===== src/rtl/vga_timing_gen_pkg.sv =====
// Shared raster timing defaults, colour constants and a small range helper
// for the VGA timing generator and its overlay interface.
package vga_timing_gen_pkg;

    localparam int COORD_W = 10;
    localparam int RGB_W   = 6;

    localparam int DEF_H_ACTIVE = 640;
    localparam int DEF_H_FP     = 16;
    localparam int DEF_H_SYNC   = 96;
    localparam int DEF_H_BP     = 48;
    localparam int DEF_V_ACTIVE = 480;
    localparam int DEF_V_FP     = 10;
    localparam int DEF_V_SYNC   = 2;
    localparam int DEF_V_BP     = 33;

    localparam int DEF_H_TOTAL = DEF_H_ACTIVE + DEF_H_FP + DEF_H_SYNC + DEF_H_BP;
    localparam int DEF_V_TOTAL = DEF_V_ACTIVE + DEF_V_FP + DEF_V_SYNC + DEF_V_BP;

    localparam logic [RGB_W-1:0] RGB_BLACK = 6'h00;
    localparam logic [RGB_W-1:0] RGB_WHITE = 6'h3F;

    function automatic logic in_span(input logic [COORD_W-1:0] v,
                                     input logic [COORD_W-1:0] lo,
                                     input logic [COORD_W-1:0] hi);
        return (v >= lo) && (v <= hi);
    endfunction

endpackage


===== src/rtl/vga_timing_gen_if.sv =====
// Overlay interface: the timing generator (master) publishes x/y, the
// renderer (slave) answers with overlay_active and the two candidate colours.
interface vga_timing_gen_if;
    import vga_timing_gen_pkg::*;

    // No handshake: x/y are valid every clock; overlay_active must be the
    // renderer's answer for the x/y presented PIPE_DELAY clocks earlier.
    logic [COORD_W-1:0] x;
    logic [COORD_W-1:0] y;
    logic               overlay_active;
    logic [RGB_W-1:0]   fg_rgb;
    logic [RGB_W-1:0]   bg_rgb;

    modport master (output x, y, input overlay_active, fg_rgb, bg_rgb);
    modport slave  (input x, y, output overlay_active, fg_rgb, bg_rgb);

endinterface


===== src/rtl/vga_timing_gen_sync_delay.sv =====
// WIDTH x DEPTH shift register with synchronous reset to RST_VAL; keeps the
// raster flags in step with the overlay renderer pipeline.
module sync_delay #(
    parameter int               WIDTH   = 1,
    parameter int               DEPTH   = 1,
    parameter logic [WIDTH-1:0] RST_VAL = '0
) (
    input  logic             clk,
    input  logic             rst,
    input  logic [WIDTH-1:0] i_d,
    output logic [WIDTH-1:0] o_q
);

    logic [WIDTH-1:0] r_pipe [DEPTH];

    always_ff @(posedge clk) begin
        if (rst) begin
            for (int i = 0; i < DEPTH; i++) begin
                r_pipe[i] <= RST_VAL;
            end
        end else begin
            r_pipe[0] <= i_d;
            for (int i = 1; i < DEPTH; i++) begin
                r_pipe[i] <= r_pipe[i-1];
            end
        end
    end

    assign o_q = r_pipe[DEPTH-1];

endmodule


===== src/rtl/vga_timing_gen.sv =====
// Raster counters, frame counter and registered pixel/sync output stage,
// with sync and blanking delayed to match the overlay renderer latency.
module vga_timing_gen
    import vga_timing_gen_pkg::*;
#(
    parameter int H_ACTIVE   = DEF_H_ACTIVE,
    parameter int H_FP       = DEF_H_FP,
    parameter int H_SYNC     = DEF_H_SYNC,
    parameter int H_BP       = DEF_H_BP,
    parameter int V_ACTIVE   = DEF_V_ACTIVE,
    parameter int V_FP       = DEF_V_FP,
    parameter int V_SYNC     = DEF_V_SYNC,
    parameter int V_BP       = DEF_V_BP,
    parameter bit SYNC_POL   = 1'b0,
    parameter int PIPE_DELAY = 1,
    parameter int FRAME_W    = 8
) (
    input  logic               clk,
    input  logic               rst,
    vga_timing_gen_if.master   ovl,
    output logic [RGB_W-1:0]   rgb_out,
    output logic               hsync,
    output logic               vsync,
    output logic               display_on,
    output logic               frame_tick,
    output logic [FRAME_W-1:0] frame_count
);

    localparam int H_TOTAL = H_ACTIVE + H_FP + H_SYNC + H_BP;
    localparam int V_TOTAL = V_ACTIVE + V_FP + V_SYNC + V_BP;

    localparam logic [COORD_W-1:0] H_LAST   = COORD_W'(H_TOTAL - 1);
    localparam logic [COORD_W-1:0] V_LAST   = COORD_W'(V_TOTAL - 1);
    localparam logic [COORD_W-1:0] H_VIS    = COORD_W'(H_ACTIVE);
    localparam logic [COORD_W-1:0] V_VIS    = COORD_W'(V_ACTIVE);
    localparam logic [COORD_W-1:0] HS_START = COORD_W'(H_ACTIVE + H_FP);
    localparam logic [COORD_W-1:0] HS_END   = COORD_W'(H_ACTIVE + H_FP + H_SYNC - 1);
    localparam logic [COORD_W-1:0] VS_START = COORD_W'(V_ACTIVE + V_FP);
    localparam logic [COORD_W-1:0] VS_END   = COORD_W'(V_ACTIVE + V_FP + V_SYNC - 1);

    logic [COORD_W-1:0] r_x;
    logic [COORD_W-1:0] r_y;
    logic [FRAME_W-1:0] r_frame_count;
    logic [RGB_W-1:0]   r_rgb;
    logic               r_hsync;
    logic               r_vsync;
    logic               r_display_on;

    logic       w_x_wrap;
    logic       w_y_wrap;
    logic [2:0] w_stage0;
    logic [2:0] w_stage_d;
    logic       w_vis_d;
    logic       w_hs_d;
    logic       w_vs_d;

    assign w_x_wrap = (r_x == H_LAST);
    assign w_y_wrap = (r_y == V_LAST);

    always_ff @(posedge clk) begin
        if (rst) begin
            r_x <= '0;
            r_y <= '0;
        end else if (w_x_wrap) begin
            r_x <= '0;
            r_y <= w_y_wrap ? '0 : r_y + COORD_W'(1);
        end else begin
            r_x <= r_x + COORD_W'(1);
        end
    end

    // The tick marks the last pixel of the frame; the count moves on the same edge as the counters.
    assign frame_tick = w_x_wrap & w_y_wrap;

    always_ff @(posedge clk) begin
        if (rst) begin
            r_frame_count <= '0;
        end else if (frame_tick) begin
            r_frame_count <= r_frame_count + FRAME_W'(1);
        end
    end

    // Stage-0 flags are "asserted" meanings; polarity is applied at the pins.
    assign w_stage0 = {(r_x < H_VIS) && (r_y < V_VIS),
                       in_span(r_x, HS_START, HS_END),
                       in_span(r_y, VS_START, VS_END)};

    sync_delay #(
        .WIDTH   (3),
        .DEPTH   (PIPE_DELAY),
        .RST_VAL (3'b000)
    ) u_sync_delay (
        .clk (clk),
        .rst (rst),
        .i_d (w_stage0),
        .o_q (w_stage_d)
    );

    assign {w_vis_d, w_hs_d, w_vs_d} = w_stage_d;

    always_ff @(posedge clk) begin
        if (rst) begin
            r_rgb        <= RGB_BLACK;
            r_hsync      <= ~SYNC_POL;
            r_vsync      <= ~SYNC_POL;
            r_display_on <= 1'b0;
        end else begin
            r_rgb        <= w_vis_d ? (ovl.overlay_active ? ovl.fg_rgb : ovl.bg_rgb) : RGB_BLACK;
            r_hsync      <= w_hs_d ? SYNC_POL : ~SYNC_POL;
            r_vsync      <= w_vs_d ? SYNC_POL : ~SYNC_POL;
            r_display_on <= w_vis_d;
        end
    end

    assign ovl.x       = r_x;
    assign ovl.y       = r_y;
    assign rgb_out     = r_rgb;
    assign hsync       = r_hsync;
    assign vsync       = r_vsync;
    assign display_on  = r_display_on;
    assign frame_count = r_frame_count;

endmodule


===== src/flat_wrapper.sv =====
// flat-port wrapper written by rule: the top's interface ports become plain ports
module vga_timing_gen_flat import vga_timing_gen_pkg::*;
#(
    parameter int H_ACTIVE   = DEF_H_ACTIVE,
    parameter int H_FP       = DEF_H_FP,
    parameter int H_SYNC     = DEF_H_SYNC,
    parameter int H_BP       = DEF_H_BP,
    parameter int V_ACTIVE   = DEF_V_ACTIVE,
    parameter int V_FP       = DEF_V_FP,
    parameter int V_SYNC     = DEF_V_SYNC,
    parameter int V_BP       = DEF_V_BP,
    parameter bit SYNC_POL   = 1'b0,
    parameter int PIPE_DELAY = 1,
    parameter int FRAME_W    = 8
)
  (clk, rst, rgb_out, hsync, vsync, display_on, frame_tick, frame_count, ovl_x, ovl_y, ovl_overlay_active, ovl_fg_rgb, ovl_bg_rgb);
  vga_timing_gen_if ovl_i ();
  input  logic clk;
  input  logic rst;
  output logic [RGB_W-1:0] rgb_out;
  output logic hsync;
  output logic vsync;
  output logic display_on;
  output logic frame_tick;
  output logic [FRAME_W-1:0] frame_count;
  output wire logic [$bits(ovl_i.x)-1:0] ovl_x;
  output wire logic [$bits(ovl_i.y)-1:0] ovl_y;
  input wire logic [$bits(ovl_i.overlay_active)-1:0] ovl_overlay_active;
  input wire logic [$bits(ovl_i.fg_rgb)-1:0] ovl_fg_rgb;
  input wire logic [$bits(ovl_i.bg_rgb)-1:0] ovl_bg_rgb;
  assign ovl_x = ovl_i.x;
  assign ovl_y = ovl_i.y;
  assign ovl_i.overlay_active = ovl_overlay_active;
  assign ovl_i.fg_rgb = ovl_fg_rgb;
  assign ovl_i.bg_rgb = ovl_bg_rgb;
  vga_timing_gen #(.H_ACTIVE(H_ACTIVE), .H_FP(H_FP), .H_SYNC(H_SYNC), .H_BP(H_BP), .V_ACTIVE(V_ACTIVE), .V_FP(V_FP), .V_SYNC(V_SYNC), .V_BP(V_BP), .SYNC_POL(SYNC_POL), .PIPE_DELAY(PIPE_DELAY), .FRAME_W(FRAME_W)) u_core (.clk(clk), .rst(rst), .ovl(ovl_i), .rgb_out(rgb_out), .hsync(hsync), .vsync(vsync), .display_on(display_on), .frame_tick(frame_tick), .frame_count(frame_count));
endmodule

===== config.mk =====
export PLATFORM = sky130hd
export DESIGN_NAME = vga_timing_gen_flat
export DESIGN_NICKNAME = d
export VERILOG_FILES = /design/src/rtl/vga_timing_gen_pkg.sv /design/src/rtl/vga_timing_gen_if.sv /design/src/rtl/vga_timing_gen_sync_delay.sv /design/src/rtl/vga_timing_gen.sv /design/src/flat_wrapper.sv
export SDC_FILE = /design/constraint.sdc
export NUM_CORES = 1
export LEC_CHECK = 0
export BUFFER_PORTS_ARGS = -buffer_cell sky130_fd_sc_hd__buf_2
export CORE_ASPECT_RATIO = 0.75
export CORE_MARGIN = 3
export CORE_UTILIZATION = 53
export CTS_BUF_LIST = sky130_fd_sc_hd__clkbuf_8
export DETAILED_ROUTE_END_ITERATION = 7
export PLACE_DENSITY_LB_ADDON = 0.2
export SETUP_SLACK_MARGIN = 0.02
export SLEW_MARGIN = 20
export SYNTH_ARGS = -nofsm -noshare
export SYNTH_HDL_FRONTEND = slang
export SYNTH_SLANG_ARGS = --single-unit

===== constraint.sdc =====
create_clock -name clk -period 1.9 [get_ports clk]
set_clock_uncertainty 0.05 [all_clocks]
set_input_delay 0.38 -clock clk [delete_from_list [all_inputs] [get_ports clk]]
set_output_delay 0.38 -clock clk [all_outputs]
set_load 0.05 [all_outputs]

==> results of run 1 <==
==> state kept, by name, summed over array words and instances, names as in the netlist <==
| name | count |
|---|---|
| u_core.ovl.x | 10 |
| u_core.u_sync_delay.r_pipe | 3 |
| u_core.hsync | 1 |
| u_core.rgb_out | 6 |
| u_core.display_on | 1 |
| u_core.frame_count | 8 |
| u_core.vsync | 1 |
| u_core.ovl.y | 10 |
==> logic make-up after synthesis <==
family	after synthesis
multiplexers	6
AND/OR/NAND/NOR	82
buffers and inverters	16
XOR/XNOR	11
AO/OA/AOI/OAI	32
adder cells (fa/ha/maj)	6
flip-flops	40
==> critical path, cell delays in order, from the launching register on <==
cell	delay, ns
dfxtp_4	0.36
inv_4	0.05
ha_4	0.11
and4bb_2	0.23
nand4_1	0.14
buf_12	0.17
nor2_4	0.08
buf_8	0.15
==> synth_stat cells (2+ instances only) <==
library cell	n	share of area [%]
dfxtp_1	40	44
nor2_1	20	4.1
a21oi_1	15	4.1
nand3_1	10	2.7
nand4_1	8	2.7
o21ai_0	8	2.2
o31ai_1	8	3.3
or4_1	8	3.3
xor2_1	8	3.8
inv_1	7	1.4
ha_1	6	4.1
mux2i_1	6	3.3
nand2_1	6	1.2
nand2b_1	5	1.7
or3_1	5	1.7
and3_1	4	1.4
and4_1	4	1.9
and3_2	3	1.2
clkbuf_8	3	2.3
nor3_1	3	0.82
xnor2_1	3	1.4
buf_6	2	1.2
==> area by class of cell <==
type,instances,area [sq um]
tap,38,47.5
timing repair buffer,68,403
clock inverter,3,45.0
inverter,7,31.3
multi-input combinational,138,963
sequential,40,830
fill,232,717
clock buffer,5,68.8
==> stage by stage <==
stage               power (mW)  hold WS [ns]  cell area, sq um  TNS (ns)  setup slack, ns
detailed placement       0.993         0.322              2190         0           0.0415
global route              1.75         0.269              2390    -0.833           -0.205
CTS                       1.70         0.263              2370    -0.359           -0.131
global placement         0.990         0.311              2190         0           0.0787
floorplan                0.963         0.305              1870   -0.0451          -0.0451
finish                    1.69         0.264              2390    -0.441           -0.128
==> cell usage in the layout (no fill, tap or decap), types with 2 or more instances in the layout <==
cell and n:
buf_4 15, nand2b_1 5, inv_4 3, clkbuf_8 5, nor3_1 3, xnor2_1 3
nor2_1 19, or3_1 5, o21ai_0 8, or4_1 8, nand3_1 10, nand2_1 6
nand4_1 8, nand3_4 2, xor2_1 8, mux2i_1 6, a21oi_1 15, dfxtp_1 25
ha_4 2, buf_2 51, and3_1 4, ha_1 4, and4_1 3, dfxtp_2 11
dfxtp_4 4, and3_2 3, inv_1 5, o31ai_1 8
==> power groups by stage <==
stage,clock network (mW),logic (mW),registers (mW)
4_1_cts,0.724,0.115,0.859
2_1_floorplan,0,0.0408,0.922
6_report,0.714,0.114,0.858
3_5_place_dp,0,0.114,0.879
3_3_place_gp,0,0.112,0.878
5_1_grt,0.768,0.122,0.861
==> per-layer routing <==
layer / global-route usage, % / part of all wire (%)
met4: 8.79 / 1.7
met3: 5.55 / 7.1
met1: 30.4 / 46
met5: 0 / 0
met2: 35.2 / 45
==> timing repair <==
item | CTS | global route
endpoints found under the hold margin | 0 | 0
gates cloned | 1 | 0
setup endpoints to repair | 1 | 17
buffers inserted | 4 | 0
resized for setup | 9 | 4
pin swaps | 7 | 4
==> path summary, 6_finish.rpt <==
kind | from | to | slack [ns] | cells after the start
setup / recovery | u_core.ovl.y[1]$_SDFFE_PP0P_ | frame_tick | -0.13 | 7
hold / removal | ovl_bg_rgb[5] | u_core.rgb_out[5]$_SDFF_PP0_ | 0.26 | 3
setup reg to reg | u_core.ovl.y[1]$_SDFFE_PP0P_ | u_core.frame_count[6]$_SDFFE_PP0P_ | -0.08 | 8
hold reg to reg | u_core.u_sync_delay.r_pipe[0][1]$_SDFF_PP0_ | u_core.hsync$_SDFF_PP1_ | 0.34 | 1
==> summary.txt, run 1 <==
Floorplan
  • Die ar.: 4180 sq um
  • Cell Rows: 17
  • Starting density of the core: 58.7%
  • Height of the die: 56.8 microns
  • I/O pins: 53
  • Core area: 3110 sq um
  • Die width: 73.7 microns

Clock network
  • Clk Latency, worst-skew pair: 0.30 ns
  • Cts bufs inserted: 5
  • Htree depth: 2
  • Clock root cell: clkbuf_8
  • Clk slew on worst S/H paths: 0.08 ns
  • CTS tree: done
  • Hold-fix buffers at CTS: 0
  • Clk sink count: 40
  • Worst-case clock buffer depth: 2

Power
  • Gate power share: 6.8%
  • Switching Share: 24.1%
  • Clk pwr share: 42.3%
  • Worst-case vdd ir drop: 0.000448 V
  • Sequential Power Share: 50.9%
  • PwrDens: 706 nW/um^2
  • Pleak: 1.03 nW
  • Pint: 1.28 mW
  • P_sw: 0.406 mW

Logic synthesis
  • Yosys reg bits: 40
  • Top_reg_cell synth: dfxtp_1
  • Compound-Gate Fraction of Synth Area: 10.0%
  • Sequential cell area fraction in the yosys report: 44.0%
  • Xor/xnor cell area share of the yosys netlist: 5.29%
  • Mapped Area: 1820 sq um
  • Post-Syn Instances: 193
  • Avg Inst Size Synth: 9.44 sq um
  • Post-synthesis mux area share: 3.30%
  • Simple-gate share of the synthesized area: 27.2%
  • Synth warn: 0
  • Distinct cell type count after synthesis: 33
  • Adder-Cell Fraction of Synth Area: 4.12%
  • Ys async rst share: 0%
  • Main combinational cell family by area after synthesis: simple AND/OR/NAND/NOR gates
  • Post-synth EDFFs: 0
  • Syn nets: 214

STA
  • Hold Fails Final Rpt: 0
  • Worst-margin pin slew: 0.327 ns
  • Minimum clock period: 2.03 ns
  • Relative slew margins: 78.1%
  • Tcrit/Tclk final: 107%
  • Max Clk Rate: 0.493 GHz
  • Setup violations, final: 6
  • Setup slack after layout: -0.128 ns
  • Unrepaired setup endpoints after global routing: true
  • Pins Over Slew Limit: 0

Setup path
  • Critical path peak fanout: 4
  • Crit path capture type: primary output
  • Critical path class: reg -> out
  • Startpoint types: flip-flop
  • Req. time, crit path: 1.47 ns
  • Arrival time worst endpoint: 1.60 ns

Outcome
  • Violated checks: setup timing
  • Status: finished, violations left

GRT
  • Remaining global-route overflow: 0
  • First-pass GRT wire length: 7460 microns
  • Largest net degree at the start of global routing: 20
  • Vias in the first global route: 1601
  • Initial antenna violation count: 0
  • Gr usage total: 22.8%

Placed design
  • Dpl hpwl: 2890 microns
  • Number of instances in the placed design: 286
  • Final Wtd Congestion: 0.759
  • IO Port Bufs: 52

Finish
  • Layout Utilization: 76.9%
  • Syn-to-layout area delta: 31.1%
  • Ant diodes: 0
  • NumNets Final: 281
  • Cell Count, Final, Fillers Out: 299
  • Share of layout cells above drive strength 1: 40.2%

Route
  • Via count: 1666
  • Initial detailed-routing violation count: 73
  • Detailed-route wire length: 4420 microns
  • Post-route ant nets: 0
  • Drt wl/cell: 14.8 microns
  • Pre-antenna DRT Iters: 4
  • Vias per cell: 5.57
  • Residual DRC: 0

Run
  • Max_cap viols: 0

Worst hold path
  • HP Class: in -> reg
Note: power is estimated with default switching activity, not from simulation.
==> run 2, diff against run 1 <==
--- a/config.mk
+++ b/config.mk
@@ -8,7 +8,7 @@
 export BUFFER_PORTS_ARGS = -buffer_cell sky130_fd_sc_hd__buf_2
 export CORE_ASPECT_RATIO = 0.75
 export CORE_MARGIN = 3
-export CORE_UTILIZATION = 53
+export CORE_UTILIZATION = 45
 export CTS_BUF_LIST = sky130_fd_sc_hd__clkbuf_8
 export DETAILED_ROUTE_END_ITERATION = 7
 export PLACE_DENSITY_LB_ADDON = 0.2
==> run 2 against run 1 <==
The run still ends with setup timing left. Global-route usage fell by 4.9 points. Clock power fell by 29%. Routed wire length fell by 5.7%.
==> summary.txt, run 2 (synthesis gave the netlist of run 1 again) <==
Route
  • Post-route ant nets: 0 (unchanged)
  • Residual DRC: 0 (unchanged)
  • Drt wl/cell: 13.3 microns (was 14.8 microns)
  • Detailed-route wire length: 4170 microns (was 4420 microns)
  • Vias per cell: 5.18 (was 5.57)
  • Initial detailed-routing violation count: 112 (was 73)
  • Pre-antenna DRT Iters: 4 (unchanged)
  • Via count: 1625 (was 1666)

STA
  • Minimum clock period: 2.04 ns (was 2.03 ns)
  • Tcrit/Tclk final: 107% (about the same)
  • Unrepaired setup endpoints after global routing: true (unchanged)
  • Worst-margin pin slew: 0.365 ns (was 0.327 ns)
  • Fin Setup TNS: -0.664 ns (was -0.441 ns)
  • Hold Fails Final Rpt: 0 (unchanged)
  • Max Clk Rate: 0.490 GHz (was 0.493 GHz)
  • Relative slew margins: 75.7% (was 78.1%)
  • Pins Over Slew Limit: 0 (unchanged)
  • Setup violations, final: 7 (was 6)
  • Setup slack after layout: -0.140 ns (was -0.128 ns)

Setup path
  • Worst path max stage delay: 0.52 ns (was 0.36 ns)
  • CP Buf/Inv Count: 3 (unchanged)
  • Req. time, crit path: 2.07 ns (was 1.47 ns)
  • Startpoint types: flip-flop (unchanged)
  • Crit path capture type: flip-flop (was primary output)
  • Critical path peak fanout: 16 (was 4)
  • Critical path class: reg -> reg (was reg -> out)
  • Crit path max-delay family: simple AND/OR/NAND/NOR gates (unchanged)
  • Slowest-stage cell, CP: or4_1 (was dfxtp_4)
  • Arrival time worst endpoint: 2.21 ns (was 1.60 ns)
  • Register-to-register setup slack: -0.14 ns (was -0.08 ns)
  • Worst-path cell chain: inv_4 -> ha_4 -> and4bb_2 -> nand4_1 -> buf_12 -> buf_4 -> or4_1 -> a21oi_2 (was inv_4 -> ha_4 -> and4bb_2 -> nand4_1 -> buf_12 -> nor2_4 -> buf_8)

GRT
  • Vias in the first global route: 1434 (was 1601)
  • Remaining global-route overflow: 0 (unchanged)
  • Initial antenna violation count: 0 (unchanged)
  • Gr usage total: 17.9% (was 22.8%)
  • Largest net degree at the start of global routing: 20 (unchanged)
  • First-pass GRT wire length: 6630 microns (was 7460 microns)

Clock network
  • Worst-case clock buffer depth: 2 (unchanged)
  • Clock root cell: clkbuf_8 (unchanged)
  • Clk Latency, worst-skew pair: 0.29 ns (was 0.30 ns)
  • Clk sink count: 40 (unchanged)
  • Cts bufs inserted: 5 (unchanged)
  • CTS tree: done (unchanged)
  • Hold-fix buffers at CTS: 0 (unchanged)
  • Clk slew on worst S/H paths: 0.07 ns (was 0.08 ns)
  • Htree depth: 2 (unchanged)

Power
  • Worst-case vdd ir drop: 0.000500 V (was 0.000448 V)
  • PwrDens: 621 nW/um^2 (was 706 nW/um^2)
  • Pleak: 1.03 nW (about the same)
  • Total Power: 1.48 mW (was 1.69 mW)

Placed design
  • Dpl hpwl: 2840 microns (was 2890 microns)
  • Place WS: 0.0161 ns (was 0.0415 ns)
  • Final Wtd Congestion: 0.853 (was 0.759)
  • IO Port Bufs: 52 (unchanged)
  • Placement Cell Area: 2230 sq um (was 2190 sq um)

Finish
  • Non-Filler Cell Area, Final: 2390 sq um (about the same)
  • Most common cell after layout, fill and taps aside: buf_2 (unchanged)
  • Fill cells: 342 (was 232)
  • Most frequent cells in the layout: 51 x buf_2, 26 x dfxtp_1, 19 x nor2_1 (was 51 x buf_2, 25 x dfxtp_1, 19 x nor2_1)
  • NumNets Final: 283 (was 281)
  • Layout Utilization: 63.2% (was 76.9%)
  • Syn-to-layout area delta: 31.0% (was 31.1%)
  • Ant diodes: 0 (unchanged)
  • Share of layout cells above drive strength 1: 40.5% (was 40.2%)

Floorplan
  • Starting density of the core: 48.2% (was 58.7%)
  • I/O pins: 53 (unchanged)
  • Die width: 79.5 microns (was 73.7 microns)
  • Die ar.: 4860 sq um (was 4180 sq um)
  • Core area: 3780 sq um (was 3110 sq um)
  • Height of the die: 61.1 microns (was 56.8 microns)
  • Cell Rows: 19 (was 17)

Outcome
  • Violated checks: setup timing (unchanged)
  • Status: finished, violations left (unchanged)

Run
  • Max_cap viols: 0 (unchanged)

Worst hold path
  • HP Class: in -> reg (unchanged)
[run 2: final timing paths]
kind,from,endpoint,depth (start not counted)
worst max-delay path,u_core.ovl.y[0]$_SDFFE_PP0P_,u_core.frame_count[6]$_SDFFE_PP0P_,8
worst min-delay path,ovl_bg_rgb[4],u_core.rgb_out[4]$_SDFF_PP0_,3
worst max register to register,u_core.ovl.y[0]$_SDFFE_PP0P_,u_core.frame_count[6]$_SDFFE_PP0P_,8
worst min register to register,u_core.u_sync_delay.r_pipe[0][1]$_SDFF_PP0_,u_core.hsync$_SDFF_PP1_,1
[run 2: report_power, final]
part	total, mW	internal, mW	switching (mW)	leakage [nW]
clock	0.510	0.244	0.266	0.0452
sequential	0.859	0.849	0.00976	0.332
combinational	0.114	0.0355	0.0786	0.648
total	1.48	1.13	0.355	1.03
[run 2: metrics by stage]
stage | hold WS [ns] | cells
6_report | 0.278 | 314
2_1_floorplan | 0.305 | 193
3_3_place_gp | 0.309 | 302
4_1_cts | 0.271 | 312
3_5_place_dp | 0.313 | 302
5_1_grt | 0.283 | 314
[run 2: worst register-to-register path, stage by stage, from the launching register on]
cell and delay, ns:
dfxtp_4 0.36, inv_4 0.06, ha_4 0.11, and4bb_2 0.23
nand4_1 0.16, buf_12 0.17, buf_4 0.18, or4_1 0.52
a21oi_2 0.15
[run 2: cell type report]
| class | count | area, sq um | area share, % |
|---|---|---|---|
| multi-input combinational | 138 | 970 | 40.6 |
| sequential | 40 | 828 | 34.7 |
| timing repair buffer | 70 | 418 | 17.5 |
| clock buffer | 5 | 68.8 | 2.88 |
| tap | 52 | 65.1 | 2.73 |
| inverter | 7 | 28.8 | 1.21 |
| clock inverter | 2 | 8.76 | 0.367 |
[run 2: metal layers]
layer | vias to the layer above | GRT usage [%] | wire (microns)
met5 | - | 0 | 0
met4 | 0 | 8.58 | 54
met3 | 5 | 4.68 | 264
met2 | 47 | 28.8 | 1850
met1 | 742 | 23.0 | 2000
li1 | 831 | - | -
[run 2: what timing repair did]
action                                  CTS  global route
gates cloned                              1             0
resized for setup                         7             5
endpoints found under the setup margin    1            15
buffers inserted                          2             2
pin swaps                                 3             4
